`src/rtl/fetch_pkg.sv`:
```
// ---------------------------------------------------------------------------
// fetch_pkg : shared widths, instruction field positions and helpers
// Revision  : 1.0
// ---------------------------------------------------------------------------
`default_nettype none

package fetch_pkg;

  localparam int PC_W     = 12;
  localparam int INSN_W   = 32;
  localparam int FIELD_W  = 5;
  localparam int IMM_W    = 17;
  localparam int TARGET_W = 27;

  // Least-significant bit of each 5-bit field within the instruction word
  localparam int OPCODE_LSB = 27;
  localparam int RD_LSB     = 22;
  localparam int RS_LSB     = 17;
  localparam int RT_LSB     = 12;
  localparam int SHAMT_LSB  = 7;
  localparam int ALUOP_LSB  = 2;
  localparam int IMM_LSB    = 0;
  localparam int TARGET_LSB = 0;

  localparam logic [INSN_W-1:0] NOP = 32'h0;

  function automatic logic [INSN_W-1:0] sext_imm(input logic [IMM_W-1:0] imm);
    return {{(INSN_W-IMM_W){imm[IMM_W-1]}}, imm};
  endfunction

endpackage

`default_nettype wire

```
`src/rtl/fetch_stage_if.sv`:
```
// ---------------------------------------------------------------------------
// fetch_stage_if : imem port, control inputs and decode-slot outputs
// Revision       : 1.0
// ---------------------------------------------------------------------------
`default_nettype none

interface fetch_stage_if;
  import fetch_pkg::*;

  logic [PC_W-1:0]     address_imem;
  logic [INSN_W-1:0]   q_imem;
  logic                stall;
  logic                redirect;
  logic [PC_W-1:0]     redirect_pc;
  logic                insn_valid;
  logic [INSN_W-1:0]   insn;
  logic [PC_W-1:0]     insn_pc;
  logic [FIELD_W-1:0]  opcode;
  logic [FIELD_W-1:0]  rd;
  logic [FIELD_W-1:0]  rs;
  logic [FIELD_W-1:0]  rt;
  logic [FIELD_W-1:0]  shamt;
  logic [FIELD_W-1:0]  aluop;
  logic [INSN_W-1:0]   imm_sext;
  logic [TARGET_W-1:0] target;

  modport master (
    input  q_imem, stall, redirect, redirect_pc,
    output address_imem, insn_valid, insn, insn_pc,
           opcode, rd, rs, rt, shamt, aluop, imm_sext, target
  );

  modport slave (
    output q_imem, stall, redirect, redirect_pc,
    input  address_imem, insn_valid, insn, insn_pc,
           opcode, rd, rs, rt, shamt, aluop, imm_sext, target
  );

endinterface

`default_nettype wire

```
`src/rtl/fetch_stage_fields.sv`:
```
// ---------------------------------------------------------------------------
// insn_fields : combinational field split and immediate sign extension
// Revision    : 1.0
// ---------------------------------------------------------------------------
`default_nettype none

module insn_fields
  import fetch_pkg::*;
(
  input  wire logic [INSN_W-1:0]   insn,
  output logic      [FIELD_W-1:0]  opcode,
  output logic      [FIELD_W-1:0]  rd,
  output logic      [FIELD_W-1:0]  rs,
  output logic      [FIELD_W-1:0]  rt,
  output logic      [FIELD_W-1:0]  shamt,
  output logic      [FIELD_W-1:0]  aluop,
  output logic      [INSN_W-1:0]   imm_sext,
  output logic      [TARGET_W-1:0] target
);

  assign opcode   = insn[OPCODE_LSB +: FIELD_W];
  assign rd       = insn[RD_LSB     +: FIELD_W];
  assign rs       = insn[RS_LSB     +: FIELD_W];
  assign rt       = insn[RT_LSB     +: FIELD_W];
  assign shamt    = insn[SHAMT_LSB  +: FIELD_W];
  assign aluop    = insn[ALUOP_LSB  +: FIELD_W];
  assign imm_sext = sext_imm(insn[IMM_LSB +: IMM_W]);
  assign target   = insn[TARGET_LSB +: TARGET_W];

endmodule

`default_nettype wire

```
`src/rtl/fetch_stage.sv`:
```
// ---------------------------------------------------------------------------
// fetch_stage : single-issue fetch with stall hold register and redirect
// Revision    : 1.0
// ---------------------------------------------------------------------------
`default_nettype none

module fetch_stage
  import fetch_pkg::*;
(
  input  wire logic      clock,
  input  wire logic      reset,
  fetch_stage_if.master  bus
);

  // Bit 0 is the live flag, bit 1 the hold flag
  localparam logic [1:0] ST_EMPTY = 2'b00;
  localparam logic [1:0] ST_LIVE  = 2'b01;
  localparam logic [1:0] ST_HELD  = 2'b11;

  logic [1:0]        state;
  logic [1:0]        state_nxt;
  logic [PC_W-1:0]   fetch_pc;
  logic [PC_W-1:0]   fetch_pc_nxt;
  logic [PC_W-1:0]   insn_pc_r;
  logic [PC_W-1:0]   insn_pc_nxt;
  logic [INSN_W-1:0] hold_r;
  logic [INSN_W-1:0] hold_nxt;
  logic              live;
  logic [INSN_W-1:0] insn_cur;

  always_ff @(posedge clock) begin
    if (reset) begin
      state     <= ST_EMPTY;
      fetch_pc  <= '0;
      insn_pc_r <= '0;
      hold_r    <= NOP;
    end else begin
      state     <= state_nxt;
      fetch_pc  <= fetch_pc_nxt;
      insn_pc_r <= insn_pc_nxt;
      hold_r    <= hold_nxt;
    end
  end

  always_comb begin
    state_nxt    = state;
    fetch_pc_nxt = fetch_pc;
    insn_pc_nxt  = insn_pc_r;
    hold_nxt     = hold_r;
    if (bus.redirect) begin
      state_nxt    = ST_EMPTY;
      fetch_pc_nxt = bus.redirect_pc;
    end else if (bus.stall) begin
      // Freeze a live imem word before the address moves on; held and empty slots just wait
      case (state)
        ST_LIVE: begin
          state_nxt = ST_HELD;
          hold_nxt  = bus.q_imem;
        end
        ST_HELD: state_nxt = ST_HELD;
        default: state_nxt = ST_EMPTY;
      endcase
    end else begin
      state_nxt    = ST_LIVE;
      fetch_pc_nxt = fetch_pc + 1'b1;
      insn_pc_nxt  = fetch_pc;
    end
  end

  always_comb begin
    live     = 1'b0;
    insn_cur = NOP;
    case (state)
      ST_LIVE: begin
        live     = 1'b1;
        insn_cur = bus.q_imem;
      end
      ST_HELD: begin
        live     = 1'b1;
        insn_cur = hold_r;
      end
      default: begin
        live     = 1'b0;
        insn_cur = NOP;
      end
    endcase
  end

  assign bus.address_imem = fetch_pc;
  assign bus.insn_valid   = live;
  assign bus.insn         = insn_cur;
  assign bus.insn_pc      = insn_pc_r;

  insn_fields u_fields (
    .insn     (insn_cur),
    .opcode   (bus.opcode),
    .rd       (bus.rd),
    .rs       (bus.rs),
    .rt       (bus.rt),
    .shamt    (bus.shamt),
    .aluop    (bus.aluop),
    .imm_sext (bus.imm_sext),
    .target   (bus.target)
  );

endmodule

`default_nettype wire

```
`src/flat_wrapper.sv`:
```
// flat-port wrapper written by rule: the top's interface ports become plain ports
module fetch_stage_flat import fetch_pkg::*;
  (clock, reset, bus_q_imem, bus_stall, bus_redirect, bus_redirect_pc, bus_address_imem, bus_insn_valid, bus_insn, bus_insn_pc, bus_opcode, bus_rd, bus_rs, bus_rt, bus_shamt, bus_aluop, bus_imm_sext, bus_target);
  fetch_stage_if bus_i ();
  input  wire logic clock;
  input  wire logic reset;
  input wire logic [$bits(bus_i.q_imem)-1:0] bus_q_imem;
  input wire logic [$bits(bus_i.stall)-1:0] bus_stall;
  input wire logic [$bits(bus_i.redirect)-1:0] bus_redirect;
  input wire logic [$bits(bus_i.redirect_pc)-1:0] bus_redirect_pc;
  output wire logic [$bits(bus_i.address_imem)-1:0] bus_address_imem;
  output wire logic [$bits(bus_i.insn_valid)-1:0] bus_insn_valid;
  output wire logic [$bits(bus_i.insn)-1:0] bus_insn;
  output wire logic [$bits(bus_i.insn_pc)-1:0] bus_insn_pc;
  output wire logic [$bits(bus_i.opcode)-1:0] bus_opcode;
  output wire logic [$bits(bus_i.rd)-1:0] bus_rd;
  output wire logic [$bits(bus_i.rs)-1:0] bus_rs;
  output wire logic [$bits(bus_i.rt)-1:0] bus_rt;
  output wire logic [$bits(bus_i.shamt)-1:0] bus_shamt;
  output wire logic [$bits(bus_i.aluop)-1:0] bus_aluop;
  output wire logic [$bits(bus_i.imm_sext)-1:0] bus_imm_sext;
  output wire logic [$bits(bus_i.target)-1:0] bus_target;
  assign bus_i.q_imem = bus_q_imem;
  assign bus_i.stall = bus_stall;
  assign bus_i.redirect = bus_redirect;
  assign bus_i.redirect_pc = bus_redirect_pc;
  assign bus_address_imem = bus_i.address_imem;
  assign bus_insn_valid = bus_i.insn_valid;
  assign bus_insn = bus_i.insn;
  assign bus_insn_pc = bus_i.insn_pc;
  assign bus_opcode = bus_i.opcode;
  assign bus_rd = bus_i.rd;
  assign bus_rs = bus_i.rs;
  assign bus_rt = bus_i.rt;
  assign bus_shamt = bus_i.shamt;
  assign bus_aluop = bus_i.aluop;
  assign bus_imm_sext = bus_i.imm_sext;
  assign bus_target = bus_i.target;
  fetch_stage u_core (.clock(clock), .reset(reset), .bus(bus_i));
endmodule
```
`config.mk`:
```
export PLATFORM = sky130hd
export DESIGN_NAME = fetch_stage_flat
export DESIGN_NICKNAME = d
export VERILOG_FILES = /design/src/rtl/fetch_pkg.sv /design/src/rtl/fetch_stage_if.sv /design/src/rtl/fetch_stage_fields.sv /design/src/rtl/fetch_stage.sv /design/src/flat_wrapper.sv
export SDC_FILE = /design/constraint.sdc
export NUM_CORES = 1
export LEC_CHECK = 0
export CAP_MARGIN = 20
export CORE_MARGIN = 1
export CORE_UTILIZATION = 36
export CTS_BUF_LIST = sky130_fd_sc_hd__clkbuf_8
export CTS_CLUSTER_SIZE = 28
export DETAILED_ROUTE_END_ITERATION = 8
export HOLD_SLACK_MARGIN = 0.1
export PLACE_DENSITY = 0.76
export SYNTH_ARGS = -nofsm -noshare
export SYNTH_HDL_FRONTEND = slang
export SYNTH_SLANG_ARGS = --single-unit
```
`constraint.sdc`:
```
create_clock -name clock -period 2.1 [get_ports clock]
set_clock_uncertainty 0.1 [all_clocks]
set_input_delay 0.42 -clock clock [delete_from_list [all_inputs] [get_ports clock]]
set_output_delay 0.42 -clock clock [all_outputs]
set_load 0.01 [all_outputs]
```
After elaboration in Yosys (flattened, before gate mapping)
Index checks and enable logic that the tools add are counted.
{"block": "word_totals", "reg_bits": 58, "latch_bits": 0, "ramBits": 0, "rom_bits": 0, "inputBits": 48, "out_inout_bits": 146, "mem_count": 0}
{"block": "op_classes", "add_sub_neg": 1, "n_mul": 0, "div_mod_pow": 0, "magnitude_cmp": 0, "n_eq_ne": 3, "n_shift": 0, "n_mux": 6, "n_bitwise": 2, "reduce_logical": 5}
{"operator": "32-bit case mux with 2 select lines", "n": 1}
{"operator": "12-bit 2-to-1 mux", "n": 2}
{"operator": "12-bit by 1-bit adder with 12-bit output, second input constant", "n": 1}
{"operator": "2-bit OR reduction", "n": 2}
{"operator": "3-bit AND reduction", "n": 1}
{"operator": "3-bit OR reduction", "n": 1}
{"operator": "2-bit by 1-bit equality test with 1-bit output, second input constant", "n": 1}
{"operator": "2-bit equality test, second input constant", "n": 1}
{"operator": "1-bit 2-to-1 mux", "n": 2}
{"operator": "2-bit 2-to-1 mux", "n": 1}
{"operator": "2-bit by 1-bit inequality test with 1-bit output, second input constant", "n": 1}
{"operator": "1-bit NOT", "n": 2}
{"operator": "2-bit AND reduction", "n": 1}

Logic depth before layout (Yosys ltp)
Gate-level depths: netlist of run 1.
{"block": "logic_depth", "depth_word": 4, "ltp_mapped": 6, "mapped_depth_nobuf": 4}

Cells and area by module
From an unflattened synthesis of run 1, not the netlist that was laid out.
{"block": "hier_totals", "hier_cells": 448, "area_unflattened_um2": 3435.8}
{"module": "fetch_stage", "n_inst": 1, "cells_each": 359, "area_each_um2": 2767.7}
{"module": "insn_fields", "n_inst": 1, "cells_each": 89, "area_each_um2": 668.1}

Least setup slack after synthesis of run 1
Ideal clock, no wire load.
{"block": "synth_path", "path_type": "register to output", "start": "register u_core.state[1]", "end": "output port bus_imm_sext[17]", "t_arrival_ps": 1770, "required_ps": 1580, "setup_slack_ps": -190, "path_stages_with_launch": 6, "path_buffers": 3, "path_cell_list": "dfxtp_1 buf_2 buf_2 mux2i_1 nor2_1 buf_4"}
{"block": "synth_via", "elab_chain_cells": 2, "word_cells_on_any_way": 3, "classes_between": "eq/ne (2); mux (1)"}
{"element": "start, declared", "line_no": "fetch_stage.sv:20", "source": "logic [1:0] state;"}
{"element": "start signal, assigned", "line_no": "fetch_stage.sv:38", "source": "state <= state_nxt;"}
{"element": "2-bit equality test or 2-bit by 1-bit equality test with 1-bit output (tied branches)", "line_no": "fetch_stage.sv:73", "source": "case (state)"}
{"element": "32-bit case mux with 2 select lines *", "line_no": "fetch_stage.sv:73"}
{"element": "end, declared", "line_no": "flat_wrapper.sv:21", "source": "output wire logic [$bits(bus_i.imm_sext)-1:0] bus_imm_sext;"}
Mark *: on every way between the ends. The rest lies on a longest branch, timed or not.

Final worst setup path of run 1
{"block": "layout_path", "start": "register u_core.state[1]", "end": "output port bus_insn[15]"}
{"block": "layout_via", "elab_chain_cells": 2, "word_cells_on_any_way": 3, "classes_between": "eq/ne (2); mux (1)"}
{"element": "2-bit equality test or 2-bit by 1-bit equality test with 1-bit output (tied branches)", "line_no": "fetch_stage.sv:73"}
{"element": "32-bit case mux with 2 select lines *", "line_no": "fetch_stage.sv:73"}
{"element": "end, declared", "line_no": "flat_wrapper.sv:13", "source": "output wire logic [$bits(bus_i.insn)-1:0] bus_insn;"}
Marked as above.

==> impl_metrics.json, run 1 <==
{
  "grtUsageTotal_pct": 18.5,
  "layout_min_cycle_time_ns": 2.09,
  "synthCells": 438,
  "drc_errors": 0,
  "setup_tns_ns": 0,
  "ys.warnings.count": 0,
  "drt_wl_total_mm": 9.40,
  "grt_max_degree": 32,
  "grt_use_met1_pct": 21.6,
  "cp-start-kind": "flop",
  "vias_per_cell": 4.87,
  "holdPathStages": 2,
  "yosysUniqueCellTypes": 36,
  "synth.net_count": 487,
  "root_buffer": "clkbuf_8",
  "ir_drop_mv": 0.336,
  "dieArea_mm2": 0.00981,
  "fillers": 885,
  "hold_viol": 0,
  "grt_pass1_vias": 3104,
  "grt_setup_unrepaired": "true",
  "fp.dieW_um": 99.1,
  "critPathMaxFanout": 5,
  "coreArea_mm2": 0.00920,
  "cp_slowest_cell": "dfxtp_4",
  "initial_core_util_pct": 36.9,
  "synth-seq-area-share_pct": 34.2,
  "worst_slew_pin_slew_ns": 0.352,
  "portBuffers": 193,
  "netlist_area_mm2": 0.00339,
  "yosys-top-cells-area": "dfxtp_1 (34%), buf_4 (20%), nand2_1 (11%)",
  "ios": 194,
  "period_share_pct": 99.6,
  "synth_edf_count": 0,
  "p_leak_nw": 2.14,
  "cts_max_path_buffers": 2,
  "crit_family": "buffers and inverters",
  "path_buf_inv": 3,
  "drv_cap": 0,
  "cts_tree": "done",
  "nNetsFinal": 614,
  "cp_cell_sequence": "buf_4 -> buf_4 -> mux2i_1 -> nor2_2 -> dlygate4sd2_1",
  "via_count": 3318,
  "holdPathEnd": "u_core.hold_r[13]",
  "rr_worst_depth": 4,
  "endpoint_kind": "primary output",
  "synthFlopType": "dfxtp_1",
  "cts.sinks": 58,
  "met2_usage_pct": 33.8,
  "wl_per_cell_um": 13.8,
  "report.power.total_mw": 2.68,
  "max_stage_delay_ns": 0.40,
  "area_delta_synth_final_pct": 48.4,
  "grt_remaining_overflow": 0,
  "arrival_ns": 1.57,
  "hp-start": "u_core.hold_r[13]",
  "rows": 35,
  "yosysTopAreaCell": "dfxtp_1",
  "drv_slew": 0,
  "clock_latency_ns": 0.33,
  "setup_viol": 0,
  "power_density_mw_per_mm2": 532,
  "synthTopCellsByCount": "nand2_1 (95), buf_4 (89), dfxtp_1 (58), a21oi_1 (47), nor2_1 (42)",
  "first_pass_iters": 4,
  "async_flop_share_pct": 0,
  "busiest_layer": "met2",
  "reg2reg_to": "u_core.bus.address_imem[10]",
  "syn_area_per_cell_um2": 7.74,
  "critPathKind": "flop to primary output",
  "dieHeight_um": 99.1,
  "drive_gt1_share_pct": 27.5,
  "cts_hold_buf": 0,
  "cp_common_cell": "buf_4",
  "synth.most_common_cell": "nand2_1",
  "htreeDepth": 3,
  "critPathRequiredTime_ns": 1.58,
  "grt_first_pass_wirelength_mm": 14.8,
  "drt_iter0_markers": 74,
  "relSlewSlack_pct": 76.5,
  "diodes": 0,
  "antenna_found_initial": 0,
  "met3_usage_pct": 4.68,
  "reg2reg_from": "u_core.bus.address_imem[0]",
  "ant_nets": 0,
  "status": "completed",
  "r2r_slack_ns": 0.27,
  "cts_buffers": 9,
  "clock.fmax_mhz": 478,
  "hold_path.class": "flop to flop",
  "post-dp-hpwl_mm": 6.70,
  "ys_seq_elements": 58,
  "place.gp.congestion": 0.888,
  "yosysTopAreaCellShare_pct": 34.2,
  "clk_pin_slew_ns": 0.06
}
## worst min-delay path, stage by stage, from the launching register on
cell and delay [ns]:
dfxtp_1 0.31, nand2_1 0.05, a21oi_1 0.05
## through the flow
stage	instances	util [%]	cell area (um^2)	hold WS, ns	setup WS (ns)
6_report	681	54.7	5030	0.355	0.00846
3_3_place_gp	651	53.6	4930	0.342	-0.270
3_5_place_dp	651	53.6	4930	0.346	-0.277
5_1_grt	681	54.7	5030	0.373	-0.0751
2_1_floorplan	438	-	3390	0.336	0.0748
4_1_cts	675	55.4	5100	0.357	-0.119
## state kept, by name (all words and copies together) (netlist names)
signal and count:
u_core.bus.address_imem 12, u_core.hold_r 32, u_core.state 2, u_core.bus.insn_pc 12
## area by class of cell
class,count,area [um^2],area share [%]
clock buffer,9,124,2.46
clock inverter,7,70.1,1.39
inverter,4,15.0,0.298
multi-input combinational,259,1510,30.0
sequential,58,1160,23.1
tap,111,139,2.76
timing repair buffer,233,2010,39.9
## how the worst max path moves through the flow
stage                         start                to  slack, ns  cells after the start
global placement     bus_q_imem[16]  bus_imm_sext[20]      -0.27                      5
CTS                 u_core.state[1]     bus_opcode[1]      -0.12                      4
floorplan           u_core.state[1]  bus_imm_sext[17]       0.07                      5
finish              u_core.state[1]      bus_insn[15]      0.008                      5
detailed placement   bus_q_imem[16]  bus_imm_sext[29]      -0.28                      5
global route        u_core.state[1]      bus_insn[15]      -0.08                      5
## where the power goes
group / switching (mW) / internal (mW)
registers: 0.0409 / 1.13
logic: 0.232 / 0.273
clock network: 0.453 / 0.545
## logic make-up after synthesis
| kind of cell | count (synthesis) | synth area share (%) |
|---|---|---|
| XOR/XNOR | 4 | 1.03 |
| multiplexers | 33 | 9.78 |
| flip-flops | 58 | 34.2 |
| AND/OR/NAND/NOR | 156 | 19.8 |
| AO/OA/AOI/OAI | 65 | 11.0 |
| adder cells (fa/ha/maj) | 1 | 0.369 |
| buffers and inverters | 121 | 23.7 |
## per-layer routing
metal / part of all wire, % / routed length [um] / vias up
met5: 0 / 0 / -
met4: 0.77 / 72 / 0
met3: 6.7 / 632 / 8
met2: 51 / 4770 / 124
met1: 42 / 3930 / 1575
li1: - / - / 1611
## cell usage in the layout, fill, tap and decap left out, types with 16 or more instances in the layout
cell | netlist | layout
nand2_1 | 95 | 95
clkdlybuf4s50_1 | 0 | 70
dfxtp_1 | 58 | 57
a21oi_1 | 47 | 47
clkbuf_2 | 0 | 45
buf_4 | 89 | 33
dlygate4sd2_1 | 0 | 32
nor2_1 | 42 | 26
mux2i_1 | 32 | 24
clkdlybuf4s15_1 | 0 | 21
nor2_2 | 0 | 16
## timing repair
item,in CTS,in global routing
cloned,0,0
setup buffers,9,7
setup endpoints to repair,121,77
gates resized for setup,237,106
pin swaps,4,7
(Power assumes the default switching activity.)
==> inputs of run 2 (changes only) <==
Settings changed: PLACE_DENSITY 0.76 to 0.79.
==> impl_metrics.json, run 2 (synthesis gave the netlist of run 1 again) <==
{
  "root_buffer": "clkbuf_8",
  "hp-start": "u_core.hold_r[4]",
  "worst_slew_pin_slew_ns": 0.561,
  "initial_core_util_pct": 36.9,
  "power_density_mw_per_mm2": 543,
  "reg2reg_to": "u_core.bus.address_imem[10]",
  "status": "completed",
  "r2r_slack_ns": 0.27,
  "grt_setup_unrepaired": "true",
  "ant_nets": 0,
  "htreeDepth": 3,
  "wl_per_cell_um": 14.3,
  "hold_path.class": "flop to flop",
  "largest_register_ffs": 32,
  "coreArea_mm2": 0.00920,
  "cts.sinks": 58,
  "ios": 194,
  "final_common_cell": "nand2_1",
  "arrival_ns": 1.57,
  "rr_worst_depth": 4,
  "dieHeight_um": 99.1,
  "critPathKind": "flop to primary output",
  "drc_errors": 0,
  "grtUsageTotal_pct": 19.1,
  "drv_cap": 0,
  "post-dp-hpwl_mm": 6.89,
  "holdPathEnd": "u_core.hold_r[4]",
  "cts_max_path_buffers": 2,
  "cts_buffers": 9,
  "final_area_mm2": 0.00502,
  "mostFrequentLayoutCells": "nand2_1 (95), clkdlybuf4s50_1 (71), dlygate4sd2_1 (59)",
  "cts_hold_buf": 0,
  "fin_cells": 686,
  "grt_pass1_vias": 3115,
  "vias_per_cell": 4.90,
  "cp-start-kind": "flop",
  "clock_latency_ns": 0.33,
  "place_area_mm2": 0.00491,
  "grt_max_degree": 33,
  "portBuffers": 193,
  "critPathRequiredTime_ns": 1.58,
  "rows": 35,
  "place_inst": 646,
  "drv_slew": 0,
  "drt_wl_total_mm": 9.82,
  "grt_remaining_overflow": 0,
  "p_leak_nw": 2.22,
  "diodes": 0,
  "holdPathStages": 2,
  "reg2reg_from": "u_core.bus.address_imem[0]",
  "drt_iter0_markers": 72,
  "fp.dieW_um": 99.1,
  "layout_min_cycle_time_ns": 2.09,
  "place.gp.congestion": 0.867,
  "cts_tree": "done",
  "endpoint_kind": "primary output",
  "setup_viol": 0,
  "dieArea_mm2": 0.00981,
  "critPathMaxFanout": 14,
  "grt_first_pass_wirelength_mm": 14.8,
  "area_delta_synth_final_pct": 48.0,
  "clk_pin_slew_ns": 0.07,
  "antenna_found_initial": 0,
  "largest_register": "u_core.hold_r",
  "clock.fmax_mhz": 478,
  "period_share_pct": 99.7,
  "relSlewSlack_pct": 62.6,
  "hold_viol": 0,
  "via_count": 3360,
  "drive_gt1_share_pct": 24.2,
  "nNetsFinal": 619,
  "first_pass_iters": 4,
  "ir_drop_mv": 0.336
}
## run 2: cell types whose count changed in the layout (fill, tap and decap cells not counted), moves of 2 or more
| cell | previous run | this run |
|---|---|---|
| dlygate4sd2_1 | 32 | 59 |
| buf_6 | 15 | 2 |
| clkdlybuf4s15_1 | 21 | 9 |
| buf_4 | 33 | 39 |
| mux2i_1 | 24 | 30 |
| mux2i_2 | 8 | 2 |
| clkbuf_2 | 45 | 43 |
| clkbuf_8 | 9 | 11 |
| clkinv_2 | 3 | 1 |
| clkinv_4 | 2 | 0 |
## run 2: worst max-delay path by stage
stage,startpoint,endpoint,slack (ns),cells after the start
after global routing,u_core.state[1],bus_target[0],-0.07,5
after detailed placement,bus_q_imem[13],bus_target[13],-0.26,4
after floorplan,u_core.state[1],bus_imm_sext[17],0.07,5
after CTS,bus_q_imem[1],bus_insn[1],-0.21,5
after global placement,bus_q_imem[13],bus_target[13],-0.24,4
final,u_core.state[1],bus_target[13],0.007,5
## run 2: layer usage
| layer | global-route usage (%) | up-vias | wire length [um] |
|---|---|---|---|
| li1 | - | 1620 | - |
| met1 | 20.2 | 1583 | 4000 |
| met2 | 36.2 | 147 | 4960 |
| met3 | 6.10 | 10 | 750 |
| met4 | 4.86 | 0 | 103 |
| met5 | 0 | - | 0 |
## run 2: through the flow
step	hold WS [ns]	power, mW	setup TNS (ns)	setup slack, ns	utilization, %
finish	0.354	2.73	0	0.00691	54.6
global route	0.370	2.85	-1.25	-0.0744	54.6
CTS	0.353	2.76	-0.812	-0.206	55.1
detailed placement	0.346	1.73	-21.55	-0.262	53.4
global placement	0.340	1.72	-18.99	-0.239	53.4
floorplan	0.336	1.46	0	0.0748	-
## run 2: cell type report
type                       count  area, um^2
fill                         886        4180
clock buffer                  11         151
tap                          111         139
inverter                       4        15.0
sequential                    58        1160
multi-input combinational    259        1490
clock inverter                 5        53.8
timing repair buffer         238        2010
## run 2: worst max-delay path: stages, from the launching register on
cell           delay (ns)
dfxtp_4              0.36
buf_12               0.15
buf_4                0.13
mux2i_1              0.12
nor2_2               0.16
dlygate4sd2_1        0.31
## run 2: timing repair
action                                  4_1_cts  5_1_grt
endpoints found under the setup margin      121       53
buffers inserted                              8       16
gates resized for setup                     173       88
pin swaps                                     1        2
## run 2: power by group
group	switching, mW	internal (mW)
logic	0.231	0.263
clock network	0.453	0.606
registers	0.0409	1.13
==> inputs of run 3 (changes only) <==
Settings changed: CORE_UTILIZATION 36 to 35, CTS_BUF_LIST sky130_fd_sc_hd__clkbuf_8 to unset, PLACE_DENSITY 0.79 to 0.78.
==> impl_metrics.json, run 3 (synthesis gave the netlist of run 1 again) <==
{
  "endpoint_kind": "primary output",
  "drv_cap": 0,
  "p_leak_nw": 2.08,
  "grt_pass1_vias": 3179,
  "initial_core_util_pct": 36.4,
  "place.gp.congestion": 0.835,
  "area_delta_synth_final_pct": 49.6,
  "antenna_found_initial": 0,
  "coreArea_mm2": 0.00933,
  "hold_viol": 0,
  "worst_slew_pin_slew_ns": 0.448,
  "clock_latency_ns": 0.33,
  "first_pass_iters": 4,
  "regArea_mm2": 0.00116,
  "power_density_mw_per_mm2": 498,
  "mostFrequentLayoutCells": "nand2_1 (95), clkdlybuf4s50_1 (71), dfxtp_1 (57)",
  "drive_gt1_share_pct": 26.9,
  "setup_viol": 0,
  "grt_max_degree": 33,
  "ant_nets": 0,
  "via_count": 3347,
  "vias_per_cell": 4.77,
  "rows": 35,
  "drt_iter0_markers": 67,
  "ios": 194,
  "grt_remaining_overflow": 0,
  "place_area_mm2": 0.00495,
  "cts_tree": "done",
  "setup_tns_ns": 0,
  "diodes": 0,
  "met3_usage_pct": 5.36,
  "post-dp-hpwl_mm": 6.96,
  "cts_max_path_buffers": 2,
  "clk_pin_slew_ns": 0.06,
  "ir_drop_mv": 0.350,
  "cts.sinks": 58,
  "busiest_layer": "met2",
  "layout_min_cycle_time_ns": 2.08,
  "cts_hold_buf": 0,
  "rr_worst_depth": 4,
  "final_common_cell": "nand2_1",
  "portBuffers": 193,
  "grt_setup_unrepaired": "true",
  "nNetsFinal": 618,
  "grt_first_pass_wirelength_mm": 15.0,
  "met2_usage_pct": 35.8,
  "status": "completed",
  "drc_errors": 0,
  "final_area_mm2": 0.00507,
  "root_buffer": "clkbuf_8",
  "hp-start": "u_core.hold_r[9]",
  "dieArea_mm2": 0.0101,
  "reg2reg_from": "u_core.bus.address_imem[1]",
  "htreeDepth": 3,
  "r2r_slack_ns": 0.32,
  "largest_register_ffs": 32,
  "grtUsageTotal_pct": 18.7,
  "drt_wl_total_mm": 9.82,
  "clock.fmax_mhz": 480,
  "fp.dieW_um": 100,
  "wl_per_cell_um": 14.0,
  "cts_buffers": 9,
  "largest_register": "u_core.hold_r",
  "reg2reg_to": "u_core.bus.address_imem[10]",
  "multi_input_area_mm2": 0.00153,
  "period_share_pct": 99.1,
  "drv_slew": 0,
  "relSlewSlack_pct": 70.1,
  "report.power.total_mw": 2.53,
  "cp-start-kind": "flop",
  "dieHeight_um": 100,
  "critPathKind": "flop to primary output",
  "critPathMaxFanout": 7,
  "holdPathStages": 2,
  "arrival_ns": 1.56,
  "grt_use_met1_pct": 19.7,
  "hold_path.class": "flop to flop",
  "holdPathEnd": "u_core.hold_r[9]",
  "fillers": 882,
  "critPathRequiredTime_ns": 1.58
}
## run 3: through the flow
| stage | setup WS (ns) | std cells | utilization [%] | hold WS, ns |
|---|---|---|---|---|
| 5_1_grt | -0.0659 | 702 | 54.4 | 0.367 |
| 3_3_place_gp | -0.250 | 667 | 53.1 | 0.341 |
| 3_5_place_dp | -0.275 | 667 | 53.1 | 0.346 |
| 6_report | 0.0187 | 702 | 54.4 | 0.355 |
| 4_1_cts | -0.148 | 687 | 54.3 | 0.355 |
| 2_1_floorplan | 0.0748 | 438 | - | 0.336 |
## run 3: critical path, cell delays in order (launching register included)
cell,delay (ns)
dfxtp_4,0.37
clkbuf_16,0.17
buf_4,0.13
mux2i_1,0.11
nor2_1,0.15
dlygate4sd2_1,0.31
## run 3: worst max-delay path by stage
stage / cells past startpoint / slack [ns] / endpoint / startpoint
2_1_floorplan: 5 / 0.07 / bus_imm_sext[17] / u_core.state[1]
3_5_place_dp: 5 / -0.27 / bus_imm_sext[18] / bus_q_imem[16]
5_1_grt: 5 / -0.07 / bus_insn[13] / u_core.state[1]
4_1_cts: 6 / -0.15 / bus_imm_sext[20] / u_core.state[1]
6_report: 5 / 0.02 / bus_target[20] / u_core.state[1]
3_3_place_gp: 5 / -0.25 / bus_imm_sext[25] / bus_q_imem[16]
## run 3: area by class of cell
class	count	share of cell area, %
inverter	4	0.296
clock buffer	9	2.44
multi-input combinational	259	30.1
tap	129	3.18
clock inverter	6	0.691
timing repair buffer	237	40.3
sequential	58	23.0
## run 3: power by group
group	switching, mW	internal [mW]	total [mW]
combinational	0.237	0.271	0.508
clock	0.436	0.411	0.848
sequential	0.0390	1.13	1.17
total	0.712	1.82	2.53
## run 3: what timing repair did
item                                    CTS  global route
gates resized for setup                 172           146
endpoints found under the setup margin  121            59
setup buffers                             5            15
pin swaps                                 1             2
cloned                                    0             1
## run 3: routing by layer
layer	part of all wire, %	routed length (um)
met5	0	0
met2	52	5100
met3	7.6	743
met4	1.0	102
met1	40	3880
